File: config.mk
export PLATFORM = sky130hd
export DESIGN_NAME = cpu_issue_ctrl_flat
export DESIGN_NICKNAME = d
export VERILOG_FILES = /design/src/rtl/cpu_issue_ctrl_if.sv /design/src/rtl/cpu_issue_ctrl.sv /design/src/flat_wrapper.sv
export SDC_FILE = /design/constraint.sdc
export NUM_CORES = 1
export LEC_CHECK = 0
export ABC_CLOCK_PERIOD_IN_PS = 2500
export CORE_ASPECT_RATIO = 1.4
export CORE_MARGIN = 2
export CORE_UTILIZATION = 54
export DETAILED_ROUTE_END_ITERATION = 12
export PLACE_DENSITY_LB_ADDON = 0.05
export SLEW_MARGIN = 20
export SYNTH_ARGS = -nofsm -noshare
export SYNTH_HDL_FRONTEND = slang
export SYNTH_SLANG_ARGS = --single-unit
File: constraint.sdc
create_clock -name clk -period 2.5 [get_ports clk]
set_input_delay 0.5 -clock clk [delete_from_list [all_inputs] [get_ports clk]]
set_output_delay 0.5 -clock clk [all_outputs]
set_load 0.01 [all_outputs]
File: src/rtl/cpu_issue_ctrl_if.sv
// -----------------------------------------------------------------------------
// cpu_issue_ctrl_if
// Handshake and status bundle between the instruction loader/core side and the
// issue controller.
//   in_valid/in_ready/in_word : loader push handshake (16-bit instruction word)
//   iss_word/iss_valid        : registered word presented to the core
//   resume/flush              : control pulses from the environment
//   halted/level/count        : controller status
// Modports:
//   master : environment side (loader, core, control source)
//   slave  : issue controller side
// -----------------------------------------------------------------------------
interface cpu_issue_ctrl_if #(
  parameter int LOG_DEPTH = 2
);
  logic                 in_valid;
  logic                 in_ready;
  logic [15:0]          in_word;
  logic [15:0]          iss_word;
  logic                 iss_valid;
  logic                 resume;
  logic                 flush;
  logic                 halted;
  logic [LOG_DEPTH:0]   level;
  logic [15:0]          count;

  modport master (
    output in_valid, in_word, resume, flush,
    input  in_ready, iss_word, iss_valid, halted, level, count
  );

  modport slave (
    input  in_valid, in_word, resume, flush,
    output in_ready, iss_word, iss_valid, halted, level, count
  );
endinterface

File: src/rtl/cpu_issue_ctrl.sv
// -----------------------------------------------------------------------------
// cpu_issue_ctrl
// Instruction issue controller for the 8-bit CPU core. Buffers 16-bit words
// {op, r1, r2, r3} from a loader in a DEPTH-entry FIFO and issues at most one
// word per cycle. Cycles that issue nothing present a NOP (16'h4000). Opcode
// 4'b0111 (HALT) is consumed without issuing and parks the controller until
// resume. flush empties the FIFO and returns to RUN.
//
// Ports:
//   clk        clock, rising edge
//   rst        asynchronous reset, active-high
//   bus        cpu_issue_ctrl_if.slave (push handshake, issue outputs,
//              resume/flush controls, halted/level/count status)
//   step_mode  (ISSUE_STEP_EN only) 1 = one pop per step pulse
//   step       (ISSUE_STEP_EN only) step pulse; ignored when FIFO is empty
//
// Build option: define ISSUE_STEP_EN to add single-step issue control.
// -----------------------------------------------------------------------------
module cpu_issue_ctrl #(
  parameter int DEPTH     = 4,
  parameter int LOG_DEPTH = 2
) (
  input  logic                 clk,
  input  logic                 rst,
  cpu_issue_ctrl_if.slave      bus
`ifdef ISSUE_STEP_EN
  ,
  input  logic                 step_mode,
  input  logic                 step
`endif
);

  localparam logic [15:0] NOP_WORD = 16'h4000;
  localparam logic [3:0]  OP_HALT  = 4'b0111;

  typedef enum logic {
    RUN  = 1'b0,
    HALT = 1'b1
  } state_t;

  state_t                state_q, state_d;

  logic [15:0]           mem [DEPTH];
  logic [LOG_DEPTH-1:0]  rd_ptr, wr_ptr;
  logic [LOG_DEPTH:0]    level_q;
  logic [15:0]           iss_word_q;
  logic                  iss_valid_q;
  logic [15:0]           count_q;

  logic                  full;
  logic                  push;
  logic                  pop;
  logic                  step_ok;
  logic [15:0]           head;
  logic                  head_is_halt;

  assign full         = (level_q == (LOG_DEPTH+1)'(DEPTH));
  assign head         = mem[rd_ptr];
  assign head_is_halt = (head[15:12] == OP_HALT);

`ifdef ISSUE_STEP_EN
  // A step only matters when it coincides with a pop opportunity; no credit
  // is kept, so a step against an empty FIFO is simply lost.
  assign step_ok = !step_mode || step;
`else
  assign step_ok = 1'b1;
`endif

  // Full blocks pushes even if a pop frees a slot this cycle: no pass-through.
  assign bus.in_ready = !full && !bus.flush;
  assign push         = bus.in_valid && bus.in_ready;
  // Pop reads the pre-push head, so a word pushed into an empty FIFO issues
  // one edge later rather than bypassing.
  assign pop          = (state_q == RUN) && (level_q != '0) && step_ok && !bus.flush;

  // ---------------------------------------------------------------------------
  // FSM: state register
  // ---------------------------------------------------------------------------
  // NOTE: sequential state uses non-blocking (<=) so every flop samples the
  // pre-edge values of its neighbours; blocking here would create order-
  // dependent simulation and sim/synthesis mismatch.
  always_ff @(posedge clk or posedge rst) begin
    if (rst) state_q <= RUN;
    else     state_q <= state_d;
  end

  // ---------------------------------------------------------------------------
  // FSM: next state. resume is only looked at in HALT, so a resume arriving
  // in the same cycle a HALT word is popped is ignored.
  // ---------------------------------------------------------------------------
  // NOTE: state_d gets its default first so no path leaves it unassigned,
  // which would otherwise infer a latch.
  always_comb begin
    state_d = state_q;
    if (bus.flush) begin
      state_d = RUN;
    end else begin
      case (state_q)
        RUN:     if (pop && head_is_halt) state_d = HALT;
        HALT:    if (bus.resume)          state_d = RUN;
        default: state_d = RUN;
      endcase
    end
  end

  assign bus.halted = (state_q == HALT);

  // ---------------------------------------------------------------------------
  // FIFO storage
  // ---------------------------------------------------------------------------
  // NOTE: the storage array has no reset; occupancy and pointers alone decide
  // which entries are meaningful, and leaving it unreset lets it map to plain
  // RAM/register-file cells.
  always_ff @(posedge clk) begin
    if (push) mem[wr_ptr] <= bus.in_word;
  end

  // Pointers and occupancy. Pointers are LOG_DEPTH bits and wrap naturally.
  always_ff @(posedge clk or posedge rst) begin
    if (rst) begin
      rd_ptr  <= '0;
      wr_ptr  <= '0;
      level_q <= '0;
    end else if (bus.flush) begin
      rd_ptr  <= '0;
      wr_ptr  <= '0;
      level_q <= '0;
    end else begin
      if (push) wr_ptr <= wr_ptr + 1'b1;
      if (pop)  rd_ptr <= rd_ptr + 1'b1;
      case ({push, pop})
        2'b10:   level_q <= level_q + 1'b1;
        2'b01:   level_q <= level_q - 1'b1;
        default: level_q <= level_q;
      endcase
    end
  end

  // ---------------------------------------------------------------------------
  // Issue register and issued-instruction counter. Anything other than a
  // non-HALT pop presents a NOP so the datapath holds its state.
  // ---------------------------------------------------------------------------
  always_ff @(posedge clk or posedge rst) begin
    if (rst) begin
      iss_word_q  <= NOP_WORD;
      iss_valid_q <= 1'b0;
      count_q     <= '0;
    end else if (pop && !head_is_halt) begin
      iss_word_q  <= head;
      iss_valid_q <= 1'b1;
      count_q     <= count_q + 1'b1;
    end else begin
      iss_word_q  <= NOP_WORD;
      iss_valid_q <= 1'b0;
    end
  end

  assign bus.iss_word  = iss_word_q;
  assign bus.iss_valid = iss_valid_q;
  assign bus.level     = level_q;
  assign bus.count     = count_q;

endmodule

File: src/flat_wrapper.sv
// flat-port wrapper written by rule: the top's interface ports become plain ports
module cpu_issue_ctrl_flat 
#(
  parameter int DEPTH     = 4,
  parameter int LOG_DEPTH = 2
)
  (clk, rst, bus_in_valid, bus_in_word, bus_resume, bus_flush, bus_in_ready, bus_iss_word, bus_iss_valid, bus_halted, bus_level, bus_count);
  cpu_issue_ctrl_if #(.LOG_DEPTH(LOG_DEPTH)) bus_i ();
  input  logic clk;
  input  logic rst;
  input wire logic [$bits(bus_i.in_valid)-1:0] bus_in_valid;
  input wire logic [$bits(bus_i.in_word)-1:0] bus_in_word;
  input wire logic [$bits(bus_i.resume)-1:0] bus_resume;
  input wire logic [$bits(bus_i.flush)-1:0] bus_flush;
  output wire logic [$bits(bus_i.in_ready)-1:0] bus_in_ready;
  output wire logic [$bits(bus_i.iss_word)-1:0] bus_iss_word;
  output wire logic [$bits(bus_i.iss_valid)-1:0] bus_iss_valid;
  output wire logic [$bits(bus_i.halted)-1:0] bus_halted;
  output wire logic [$bits(bus_i.level)-1:0] bus_level;
  output wire logic [$bits(bus_i.count)-1:0] bus_count;
  assign bus_i.in_valid = bus_in_valid;
  assign bus_i.in_word = bus_in_word;
  assign bus_i.resume = bus_resume;
  assign bus_i.flush = bus_flush;
  assign bus_in_ready = bus_i.in_ready;
  assign bus_iss_word = bus_i.iss_word;
  assign bus_iss_valid = bus_i.iss_valid;
  assign bus_halted = bus_i.halted;
  assign bus_level = bus_i.level;
  assign bus_count = bus_i.count;
  cpu_issue_ctrl #(.DEPTH(DEPTH), .LOG_DEPTH(LOG_DEPTH)) u_core (.clk(clk), .rst(rst), .bus(bus_i));
endmodule
==> results.yml, run 1 <==
route:
  vias: 2201
  drc: 0
  drtPass1Iterations: 4
  wl_um: 6970
  dr.first_iter.drc_count: 95
  ant_nets: 0
  viasPerCell: 5.30
  wl_per_cell_um: 16.8
setup_path:
  cp_num_buf_inv: 1
  crit_chain: "mux4_2, nand4b_4, nand2b_1, buf_4, nor4_1, xor2_1"
  rr_endpoint: "u_core.bus.count[9]$_DFFE_PP0P_"
  crit_fanout: 9
  reg2regPathDepth: 6
  rrSetupSlack_ns: 0.22
  critPathCaptureType: "register"
  cp.required_ns: 2.79
  cp_slowest_cell: "mux4_2"
  cp.arrival_ns: 2.57
  reg2reg_from: "u_core.rd_ptr[0]$_DFFE_PP0P_"
  critPathKind: "register to register"
  cp_top_family: "multiplexers"
  critPathMaxStageDelay_ns: 0.62
  startpoint_type: "register"
global_routing:
  track_usage_pct: 19.2
  antenna_found_initial: 0
  grt_max_degree: 34
  grt_pass1_wl_um: 11700
  grt_pass1_vias: 2348
  grt-ovfl-total: 0
cts:
  tritoncts: "built"
  cts_root_buf: "clkbuf_8"
  clk_pin_slew_worst_paths_ns: 0.09
  clock_latency_ns: 0.37
  clock_path_buffers: 2
  htree_levels: 3
  cts_hold_buf: 0
  post_cts_buffers: 0
  clock-sinks: 105
  cts_buffers: 9
  cts_resized: 0
final_layout:
  area_delta_synth_final_pct: 26.0
  design_area_um2: 5140
  antenna_cells: 0
  drive_above_1_share_pct: 15.4
  fin_nets: 340
logic_synthesis:
  synthTopCellsByCount: "64 x edfxtp_1, 40 x dfrtp_1, 19 x and2_1, 16 x mux4_2, 14 x nand2_1"
  seq_area_frac_synth_pct: 72.2
  yosysMostFrequentCell: "edfxtp_1"
  synthArstFlopShare_pct: 39.0
  yosys.area.top_type: "edfxtp_1"
  syn_avg_cell_area_um2: 17.0
  synth_top_area_share_pct: 47.1
  synthCells: 240
  yosys_warnings: 0
  synth_cell_types: 34
  syn-num-nets: 267
  synth_area_leaders: "edfxtp_1 47%, dfrtp_1 25%, mux4_2 8.8%"
  ys_ff_latch: 105
  netlist_area_um2: 4080
  synth_edf_count: 64
  synthFlopType: "edfxtp_1"
sta:
  rsz0062_at_grt: "false"
  max_clock_freq_mhz: 438
  drv_slew: 0
  period_minus_slack_ns: 2.28
  tightestPinTransition_ns: 0.428
  hold_viol_final: 0
  fin_setup_tns_ns: 0
  period_share_pct: 91.2
  slew_headroom_pct: 71.5
  hold_ws_ns: 0.363
  finClkSkew_ns: 0.0109
  setup-violations-final: 0
floorplan:
  coreArea_um2: 7360
  die_w_um: 77.5
  ioPinCount: 59
  die_h_um: 107
  initial_core_util_pct: 55.5
  num_rows: 37
  die_area_um2: 8280
flow_run:
  maxCapViolations: 0
status:
  status: "completed"
hold_path:
  min_path_type: "input pin to async pin"
pwr:
  intPower_mw: 3.48
  seq_power_share_pct: 47.3
  p_leak_nw: 1.99
  power_mw: 4.81
  p_clk_share_pct: 25.1
  powerDensity_nw_per_um2: 935
  power_switching_mw: 1.33
  p_comb_share_pct: 27.7
  swShare_pct: 27.6
  ir_drop_v: 0.000558
placed_design:
  placed_area_um2: 4890
  port_buffers: 58
  gp_congestion: 0.791
  dp_hpwl_um: 4680
[flip-flops by register name, summed over array words and instances (netlist names)]
signal / count
u_core.bus.iss_valid: 1
u_core.mem: 64
u_core.bus.iss_word: 16
u_core.rd_ptr: 2
u_core.bus.halted: 1
u_core.wr_ptr: 2
u_core.bus.level: 3
u_core.bus.count: 16
[per-stage QoR]
step / worst slack [ns] / cells / util, %
2_1_floorplan: 0.232 / 240 / -
3_5_place_dp: 0.0237 / 399 / 66.5
5_1_grt: 0.0507 / 415 / 69.9
3_3_place_gp: 0.103 / 399 / 66.5
4_1_cts: 0.221 / 415 / 69.9
6_report: 0.219 / 415 / 69.9
[layout by cell type, fill, tap and decap left out]
| cell | count |
|---|---|
| mux2i_1 | 1 |
| o21ai_0 | 1 |
| or2_1 | 1 |
| inv_2 | 1 |
| ha_1 | 5 |
| or3_1 | 1 |
| nand2b_1 | 1 |
| edfxtp_1 | 64 |
| mux2_2 | 1 |
| mux4_2 | 16 |
| and3_1 | 4 |
| and2_1 | 19 |
| buf_4 | 8 |
| clkbuf_16 | 3 |
| dfstp_2 | 1 |
| inv_1 | 4 |
| and3b_1 | 1 |
| dfrtp_1 | 40 |
| nor3_1 | 6 |
| clkinv_1 | 1 |
| nand3_1 | 1 |
| nor2_1 | 11 |
| nor4_1 | 6 |
| nor3b_1 | 1 |
| bufinv_16 | 1 |
| xor2_1 | 11 |
| fa_1 | 1 |
| nand2_1 | 14 |
| a211oi_1 | 1 |
| o31ai_1 | 1 |
| xnor2_1 | 8 |
| buf_12 | 5 |
| inv_6 | 1 |
| a21oi_1 | 2 |
| clkbuf_8 | 9 |
| clkinvlp_4 | 1 |
| clkinv_2 | 1 |
| clkdlybuf4s50_1 | 58 |
| nand4b_4 | 1 |
| nand4_1 | 5 |
[final cells by class]
| cell class | instances | area (um^2) |
|---|---|---|
| clock buffer | 12 | 199 |
| clock inverter | 4 | 51.3 |
| fill | 484 | 2220 |
| inverter | 6 | 22.5 |
| multi-input combinational | 120 | 1060 |
| sequential | 105 | 2950 |
| tap | 97 | 121 |
| timing repair buffer | 71 | 741 |
[metal layers]
metal / global-route usage [%] / vias to the layer above / wire, um
li1: - / 1023 / -
met1: 22.7 / 1106 / 2650
met2: 33.5 / 64 / 3880
met3: 4.04 / 8 / 321
met4: 9.44 / 0 / 118
met5: 0 / - / 0
[power groups by stage]
| stage | logic (mW) | registers [mW] | clock network [mW] |
|---|---|---|---|
| finish | 1.33 | 2.27 | 1.21 |
| global route | 1.46 | 2.31 | 1.30 |
| CTS | 1.36 | 2.28 | 1.23 |
| detailed placement | 1.35 | 2.31 | 0 |
| global placement | 1.33 | 2.31 | 0 |
| floorplan | 0.731 | 2.33 | 0 |
[cell families after synthesis]
family | share of synthesized area (%)
mux | 9.35
fa+ha+maj | 2.02
flops | 72.2
xor+xnor | 4.08
compound gates | 0.736
buf+inv | 1.78
simple gates | 9.81
[how the worst max path moves through the flow]
stage	endpoint	from	cells after the start	slack (ns)
6_report	u_core.bus.count[9]$_DFFE_PP0P_	u_core.rd_ptr[0]$_DFFE_PP0P_	6	0.22
5_1_grt	u_core.bus.count[9]$_DFFE_PP0P_	u_core.rd_ptr[0]$_DFFE_PP0P_	6	0.05
4_1_cts	u_core.bus.count[9]$_DFFE_PP0P_	u_core.rd_ptr[0]$_DFFE_PP0P_	6	0.22
3_5_place_dp	u_core.bus.level[2]$_DFFE_PP0P_	bus_in_valid	8	0.02
3_3_place_gp	u_core.bus.level[2]$_DFFE_PP0P_	bus_in_valid	8	0.10
2_1_floorplan	u_core.bus.level[2]$_DFFE_PP0P_	u_core.bus.level[0]$_DFFE_PP0P_	8	0.23
(Power assumes the default switching activity.)
==> inputs of run 2 (changes only) <==
--- a/config.mk
+++ b/config.mk
@@ -5,9 +5,8 @@
 export SDC_FILE = /design/constraint.sdc
 export NUM_CORES = 1
 export LEC_CHECK = 0
-export ABC_CLOCK_PERIOD_IN_PS = 2500
+export ABC_CLOCK_PERIOD_IN_PS = 2200
 export CORE_ASPECT_RATIO = 1.4
-export CORE_MARGIN = 2
 export CORE_UTILIZATION = 54
 export DETAILED_ROUTE_END_ITERATION = 12
 export PLACE_DENSITY_LB_ADDON = 0.05
==> constraint.sdc (replaced) <==
create_clock -name clk -period 2.2 [get_ports clk]
set_input_delay 0.44 -clock clk [delete_from_list [all_inputs] [get_ports clk]]
set_output_delay 0.44 -clock clk [all_outputs]
set_load 0.01 [all_outputs]
==> results.yml, run 2 (synthesized netlist as in run 1, its figures left out) <==
status:
  status: "completed"
setup_path:
  rrSetupSlack_ns: 0.15
  rr_endpoint: "u_core.bus.level[2]$_DFFE_PP0P_"
  critPathKind: "register to register"
  reg2reg_from: "u_core.bus.level[2]$_DFFE_PP0P_"
  cp.required_ns: 2.45
  reg2regPathDepth: 7
  startpoint_type: "register"
  cp.arrival_ns: 2.30
  critPathCaptureType: "register"
  crit_fanout: 6
sta:
  hold_ws_ns: 0.473
  max_clock_freq_mhz: 487
  period_minus_slack_ns: 2.05
  tightestPinTransition_ns: 0.538
  fin_ws_ns: 0.148
  hold_viol_final: 0
  rsz0062_at_grt: "false"
  finClkSkew_ns: 0.00990
  drv_slew: 0
  slew_headroom_pct: 64.1
  period_share_pct: 93.3
  setup-violations-final: 0
global_routing:
  grt_pass1_vias: 2274
  grt_max_degree: 42
  grt-ovfl-total: 0
  track_usage_pct: 20.2
  grt_pass1_wl_um: 11200
  antenna_found_initial: 0
hold_path:
  min-delay-start: "u_core.bus.count[15]$_DFFE_PP0P_"
  min_path_type: "register to register"
  worst_hold_path.endpoint: "u_core.bus.count[15]$_DFFE_PP0P_"
  min_path_cells: 1
pwr:
  ir_drop_v: 0.000647
  p_leak_nw: 1.98
  powerDensity_nw_per_um2: 1030
  power_mw: 5.30
final_layout:
  largest-register: "u_core.mem"
  area_delta_synth_final_pct: 25.5
  antenna_cells: 0
  fin_nets: 342
  drive_above_1_share_pct: 16.6
  utilization_pct: 70.0
  final_common_cell: "edfxtp_1"
  final_cell_mix: "64 x edfxtp_1, 57 x clkdlybuf4s50_1, 39 x dfrtp_1"
  fillers: 527
  largest_register_ffs: 64
flow_run:
  maxCapViolations: 0
cts:
  cts_root_buf: "clkbuf_8"
  post_cts_buffers: 0
  cts_resized: 1
  tritoncts: "built"
  cts_buffers: 9
  htree_levels: 3
  clock_latency_ns: 0.36
  cts_hold_buf: 0
  clock_path_buffers: 2
  clk_pin_slew_worst_paths_ns: 0.10
  clock-sinks: 105
floorplan:
  die_w_um: 75.5
  num_rows: 37
  die_h_um: 105
  initial_core_util_pct: 55.8
  die_area_um2: 7920
  coreArea_um2: 7310
  ioPinCount: 59
route:
  dr.first_iter.drc_count: 95
  wl_um: 6990
  vias: 2200
  drtPass1Iterations: 4
  drc: 0
  wl_per_cell_um: 16.8
  ant_nets: 0
  viasPerCell: 5.28
placed_design:
  dp_hpwl_um: 4740
  post-place-ws_ns: -0.264
  gp_congestion: 0.762
  port_buffers: 58
## run 2: per-stage QoR
step,cells,setup TNS (ns),area [um^2]
final,417,0,5120
after global routing,417,0,5120
after CTS,417,0,5110
after detailed placement,401,-1.40,4910
after global placement,401,-1.16,4910
after floorplan,240,0,4080
## run 2: worst max path at each step
stage	start	endpoint	slack, ns	cells after the start
2_1_floorplan	u_core.bus.level[0]$_DFFE_PP0P_	u_core.bus.level[2]$_DFFE_PP0P_	0.01	8
3_3_place_gp	bus_in_valid	u_core.bus.level[2]$_DFFE_PP0P_	-0.13	8
3_5_place_dp	bus_in_valid	u_core.bus.level[2]$_DFFE_PP0P_	-0.26	8
4_1_cts	bus_flush	bus_in_ready	0.0006	4
5_1_grt	u_core.rd_ptr[0]$_DFFE_PP0P_	u_core.bus.count[7]$_DFFE_PP0P_	0.004	5
6_report	u_core.bus.level[2]$_DFFE_PP0P_	u_core.bus.level[2]$_DFFE_PP0P_	0.15	7
## run 2: power breakdown
group	switching, mW	internal (mW)
sequential	0.197	2.38
clock	0.608	0.554
combinational	0.691	0.870
total	1.50	3.80
## run 2: critical path, stage by stage, from the launching register on
cell     delay, ns
dfrtp_1       0.45
nor3_1        0.27
or3_1         0.19
nor2_1        0.06
fa_1          0.41
nor4_2        0.30
o21ai_0       0.12
nor3b_1       0.15
## run 2: area by class of cell
class / count / area, um^2 / area share (%)
Tap cell: 97 / 121 / 2.37
Clock inverter: 5 / 55.1 / 1.07
Inverter: 6 / 22.5 / 0.440
Clock buffer: 11 / 141 / 2.76
Timing Repair Buffer: 73 / 758 / 14.8
Sequential cell: 105 / 2950 / 57.6
Multi-Input combinational cell: 120 / 1070 / 21.0
## run 2: routing by layer
layer  up-vias  share of wire [%]  GRT usage (%)
li1       1031                  -              -
met1      1119                 40           24.3
met2        43                 56           33.9
met3         7                3.7           6.46
met4         0                1.1           6.75
met5         -                  0              0
==> RTL edit 1: new RTL, settings of run 1 <==
`LOG_DEPTH` is set to 2 in 3 places; all go to 4.
--- a/src/rtl/cpu_issue_ctrl_if.sv
+++ b/src/rtl/cpu_issue_ctrl_if.sv
@@ -12,5 +12,5 @@
 // -----------------------------------------------------------------------------
 interface cpu_issue_ctrl_if #(
-  parameter int LOG_DEPTH = 2
+  parameter int LOG_DEPTH = 4
 );
   logic                 in_valid;
--- a/src/rtl/cpu_issue_ctrl.sv
+++ b/src/rtl/cpu_issue_ctrl.sv
@@ -19,5 +19,5 @@
 module cpu_issue_ctrl #(
   parameter int DEPTH     = 4,
-  parameter int LOG_DEPTH = 2
+  parameter int LOG_DEPTH = 4
 ) (
   input  logic                 clk,
--- a/src/flat_wrapper.sv
+++ b/src/flat_wrapper.sv
@@ -3,5 +3,5 @@
 #(
   parameter int DEPTH     = 4,
-  parameter int LOG_DEPTH = 2
+  parameter int LOG_DEPTH = 4
 )
   (clk, rst, bus_in_valid, bus_in_word, bus_resume, bus_flush, bus_in_ready, bus_iss_word, bus_iss_valid, bus_halted, bus_level, bus_count);
Ports: changed (resized bus_level); port bits go from 59 to 61. The function was not compared with the original's and may differ.
==> RTL edit 1 against run 1 <==
Core utilization is 0.70 points higher; synthesized area is 5.6% higher; worst setup slack worse by 0.12 ns; critical path type unchanged; power is 5.9% higher; routed wire length is 6.9% higher; global-route usage is 0.22 points lower; final area is 6.3% higher; largest power group unchanged; sequential cell count is 2 higher.
==> RTL edit 1: results <==
group,metric,value,unit
cells_and_area,nNonClkBuffers,87,
synthesis,ys_seq_area_share,69.54,%
synthesis,synth_cell_types,38,
synthesis,ys_async_sr_fraction,40.19,%
synthesis,synth_compound_area_share,1.480,%
timing,worst_pin_slew,0.5872,ns
synthesis,syn_area_per_cell,16.46,sq um
placed_design,pre_cts_slack,-0.3008,ns
global_routing,grt_use_total,19.02,%
status,status,"completed",
timing,fin_worst_skew,0.006589,ns
worst_setup_path,rr_worst_depth,11,
synthesis,synth-xor-area-share,4.062,%
cells_and_area,final-clk-cell-share,3.293,%
cells_and_area,inv_count,9,
power,p_sw_share,29.96,%
cells_and_area,comb.multi_input.count,136,
global_routing,use_met1,23.43,%
worst_setup_path,critPathTopFamily,"simple AND/OR/NAND/NOR gates",
cells_and_area,fill_cells,540,
cells_and_area,final_nets,380,
cells_and_area,flops_and_latches,107,
power,peakVddDrop,0.0006124,V
worst_setup_path,max_stage_delay,0.45,ns
synthesis,synth_common_cells,"edfxtp_1 (64), dfrtp_1 (42), and2_1 (20), nor2_1 (14), xor2_1 (13)",
worst_setup_path,worstPathArrival,2.66,ns
cells_and_area,drive_gt1_share,20.56,%
cells_and_area,bufAreaShareNonClock,16.05,%
route,dr_wl_met2,3879,microns
hold_path,hold_path_class,"register to register",
global_routing,grt_pass1_wl,11980,microns
placed_design,placed_cells,436,
floorplanning,coreArea,7750,sq um
synthesis,synthAdderAreaFrac,2.785,%
route,wl_met1,3159,microns
RTL edit 1: path summary, 6_finish.rpt:
kind                                       from              endpoint  slack, ns
min in group asynchronous                   rst   u_core.bus.level[1]       0.51
min                        u_core.bus.count[15]  u_core.bus.count[15]       0.48
max                         u_core.bus.level[3]   u_core.bus.level[4]       0.10
max in group asynchronous                   rst   u_core.bus.count[2]       1.48
max reg2reg                 u_core.bus.level[3]   u_core.bus.level[4]       0.10
min reg2reg                u_core.bus.count[15]  u_core.bus.count[15]       0.48
RTL edit 1: power by group through the flow:
stage	combinational (mW)	clock (mW)	sequential, mW
floorplan	0.956	0	2.40
global placement	1.78	0	2.35
detailed placement	1.81	0	2.35
CTS	1.81	0.995	2.32
global route	1.98	1.06	2.36
finish	1.81	0.956	2.32
RTL edit 1: what timing repair did:
action / 4_1_cts / 5_1_grt
buffers inserted: 0 / 3
endpoints found under the setup margin: 0 / 1
gates resized for setup: 0 / 3
==> RTL edit 2: new RTL, config.mk and constraints of run 1 <==
Without the edit above. Make the reset (`rst`) synchronous in 3 clocked blocks. Comments in the files are not updated.
--- a/src/rtl/cpu_issue_ctrl.sv
+++ b/src/rtl/cpu_issue_ctrl.sv
@@ -80,5 +80,5 @@
   // pre-edge values of its neighbours; blocking here would create order-
   // dependent simulation and sim/synthesis mismatch.
-  always_ff @(posedge clk or posedge rst) begin
+  always_ff @(posedge clk) begin
     if (rst) state_q <= RUN;
     else     state_q <= state_d;
@@ -117,5 +117,5 @@
 
   // Pointers and occupancy. Pointers are LOG_DEPTH bits and wrap naturally.
-  always_ff @(posedge clk or posedge rst) begin
+  always_ff @(posedge clk) begin
     if (rst) begin
       rd_ptr  <= '0;
@@ -141,5 +141,5 @@
   // non-HALT pop presents a NOP so the datapath holds its state.
   // ---------------------------------------------------------------------------
-  always_ff @(posedge clk or posedge rst) begin
+  always_ff @(posedge clk) begin
     if (rst) begin
       iss_word_q  <= NOP_WORD;
Function: differs if rst is asserted again (counterexample within 4 cycles, from zero or initial values and one cycle with rst high); with rst held inactive, the same outputs for 10 cycles.
==> RTL edit 2 against run 1 <==
Sequential cell count up 2; die area about the same; via count up 11%; cell count up 8.2%; final area down 0.80%; highest routed layer unchanged; routed wire length up 1.1%; maximum frequency down 1.3%; non-clock buffer count up 6; sequential share of layout area down 2.8 points; synthesized area about the same; worst setup slack worse by 0.030 ns.
Power is not compared: it rests on default switching activity, and its combinational part moved more than twofold at a synthesized area within 25%.
==> RTL edit 2: results <==
group,metric,value,unit
hold_path,hp-start,"u_core.bus.count[13]",
global_routing,grt_pass1_vias,2421,
worst_setup_path,worstPathArrival,2.56,ns
cells_and_area,diodes,0,
global_routing,grt_pass1_wl,11580,microns
synthesis,syn_nets,301,
global_routing,grt_max_degree,28,
global_routing,use_met1,22.88,%
synthesis,ys_warn_count,0,
worst_setup_path,r2r_setup_slack,0.19,ns
cells_and_area,drive_gt1_share,15.06,%
clocking,clk_latency,0.37,ns
route,met3_wirelength,302,microns
synthesis,synth-xor-area-share,1.074,%
synthesis,ys_async_sr_fraction,0,%
timing,max-slew-margin-rel,60.46,%
timing,min_period_over_period,92.44,%
cells_and_area,fill_cells,517,
placed_design,post_dp_cell_area,4905,sq um
route,wl_met1,2942,microns
route,wl_per_cell,15.69,microns
placed_design,placed_cells,433,
route,drt_iter0_markers,98,
route,dr_wl_met2,3653,microns
route,top_layer,"met4",
hold_path,hold_path_class,"register to register",
synthesis,synthAdderAreaFrac,2.331,%
placed_design,dp_hpwl,4734,microns
worst_setup_path,cp-start-kind,"register",
placed_design,routabilityCongestion,0.7669,
clocking,ctsHtreeMaxLevel,3,
route,viasPerCell,5.421,
cells_and_area,largest-register,"u_core.mem",
synthesis,ys_top_cells_by_area,"edfxtp_1 (47%), dfxtp_1 (21%), mux4_2 (8.8%)",
synthesis,synth_compound_area_share,4.847,%
worst_setup_path,worstSetupEndpoint,"u_core.bus.count[5]",
global_routing,grt-ovfl-total,0,
clocking,cts.clk_slew.worst_paths,0.10,ns
clocking,cts.path.max_buffers,2,
timing,fin_worst_skew,0.01518,ns
placed_design,pre_cts_slack,-0.07653,ns
timing,holdWs,0.5032,ns
worst_setup_path,cp_max_fo,27,
global_routing,gr-usage-met3,3.030,%
cells_and_area,instances_no_fill,449,
cells_and_area,final_nets,375,
global_routing,grt.met2_usage,31.74,%
synthesis,synth_cells,273,
synthesis,ys_seq_area_share,68.22,%
power,peakVddDrop,0.0005702,V
clocking,cts-resized-gates,0,
status,status,"completed",
synthesis,synthMuxAreaShare,9.601,%
synthesis,synth_common_cells,"edfxtp_1 (64), dfxtp_1 (43), and2_1 (19), a21oi_1 (18), mux4_2 (16)",
global_routing,grt_use_total,18.50,%
synthesis,synth_top_family_by_area,"simple AND/OR/NAND/NOR gates",
-- RTL edit 2: changes by cell type after synthesis, sizes merged, moves of 9 or more --
cell	change
nand2	-9
o31ai	+9
dfxtp	+43
a21oi	+16
dfrtp	-40
or4	+10
-- RTL edit 2: area by class of cell --
type	count	area, sq um	area share [%]
multi-input cells	143	1200	23.51
clock buffers	11	131.4	2.574
flip-flops and latches	107	2783	54.52
inverters	9	33.78	0.6619
clock inverters	5	61.31	1.201
repair buffers	77	773.2	15.15
well taps	97	121.4	2.378
-- RTL edit 2: worst max-delay path, stage by stage, from the launching register on --
cell     delay [ns]
dfxtp_1        0.49
buf_4          0.27
mux4_2         0.53
and4b_4        0.40
buf_4          0.27
or4_1          0.16
a21oi_1        0.06
-- RTL edit 2: power by group --
group / total (mW) / switching [mW] / internal [mW]
sequential: 1.90 / 0.00881 / 1.89
clock: 1.03 / 0.562 / 0.470
combinational: 0.142 / 0.0643 / 0.0781
total: 3.07 / 0.635 / 2.44
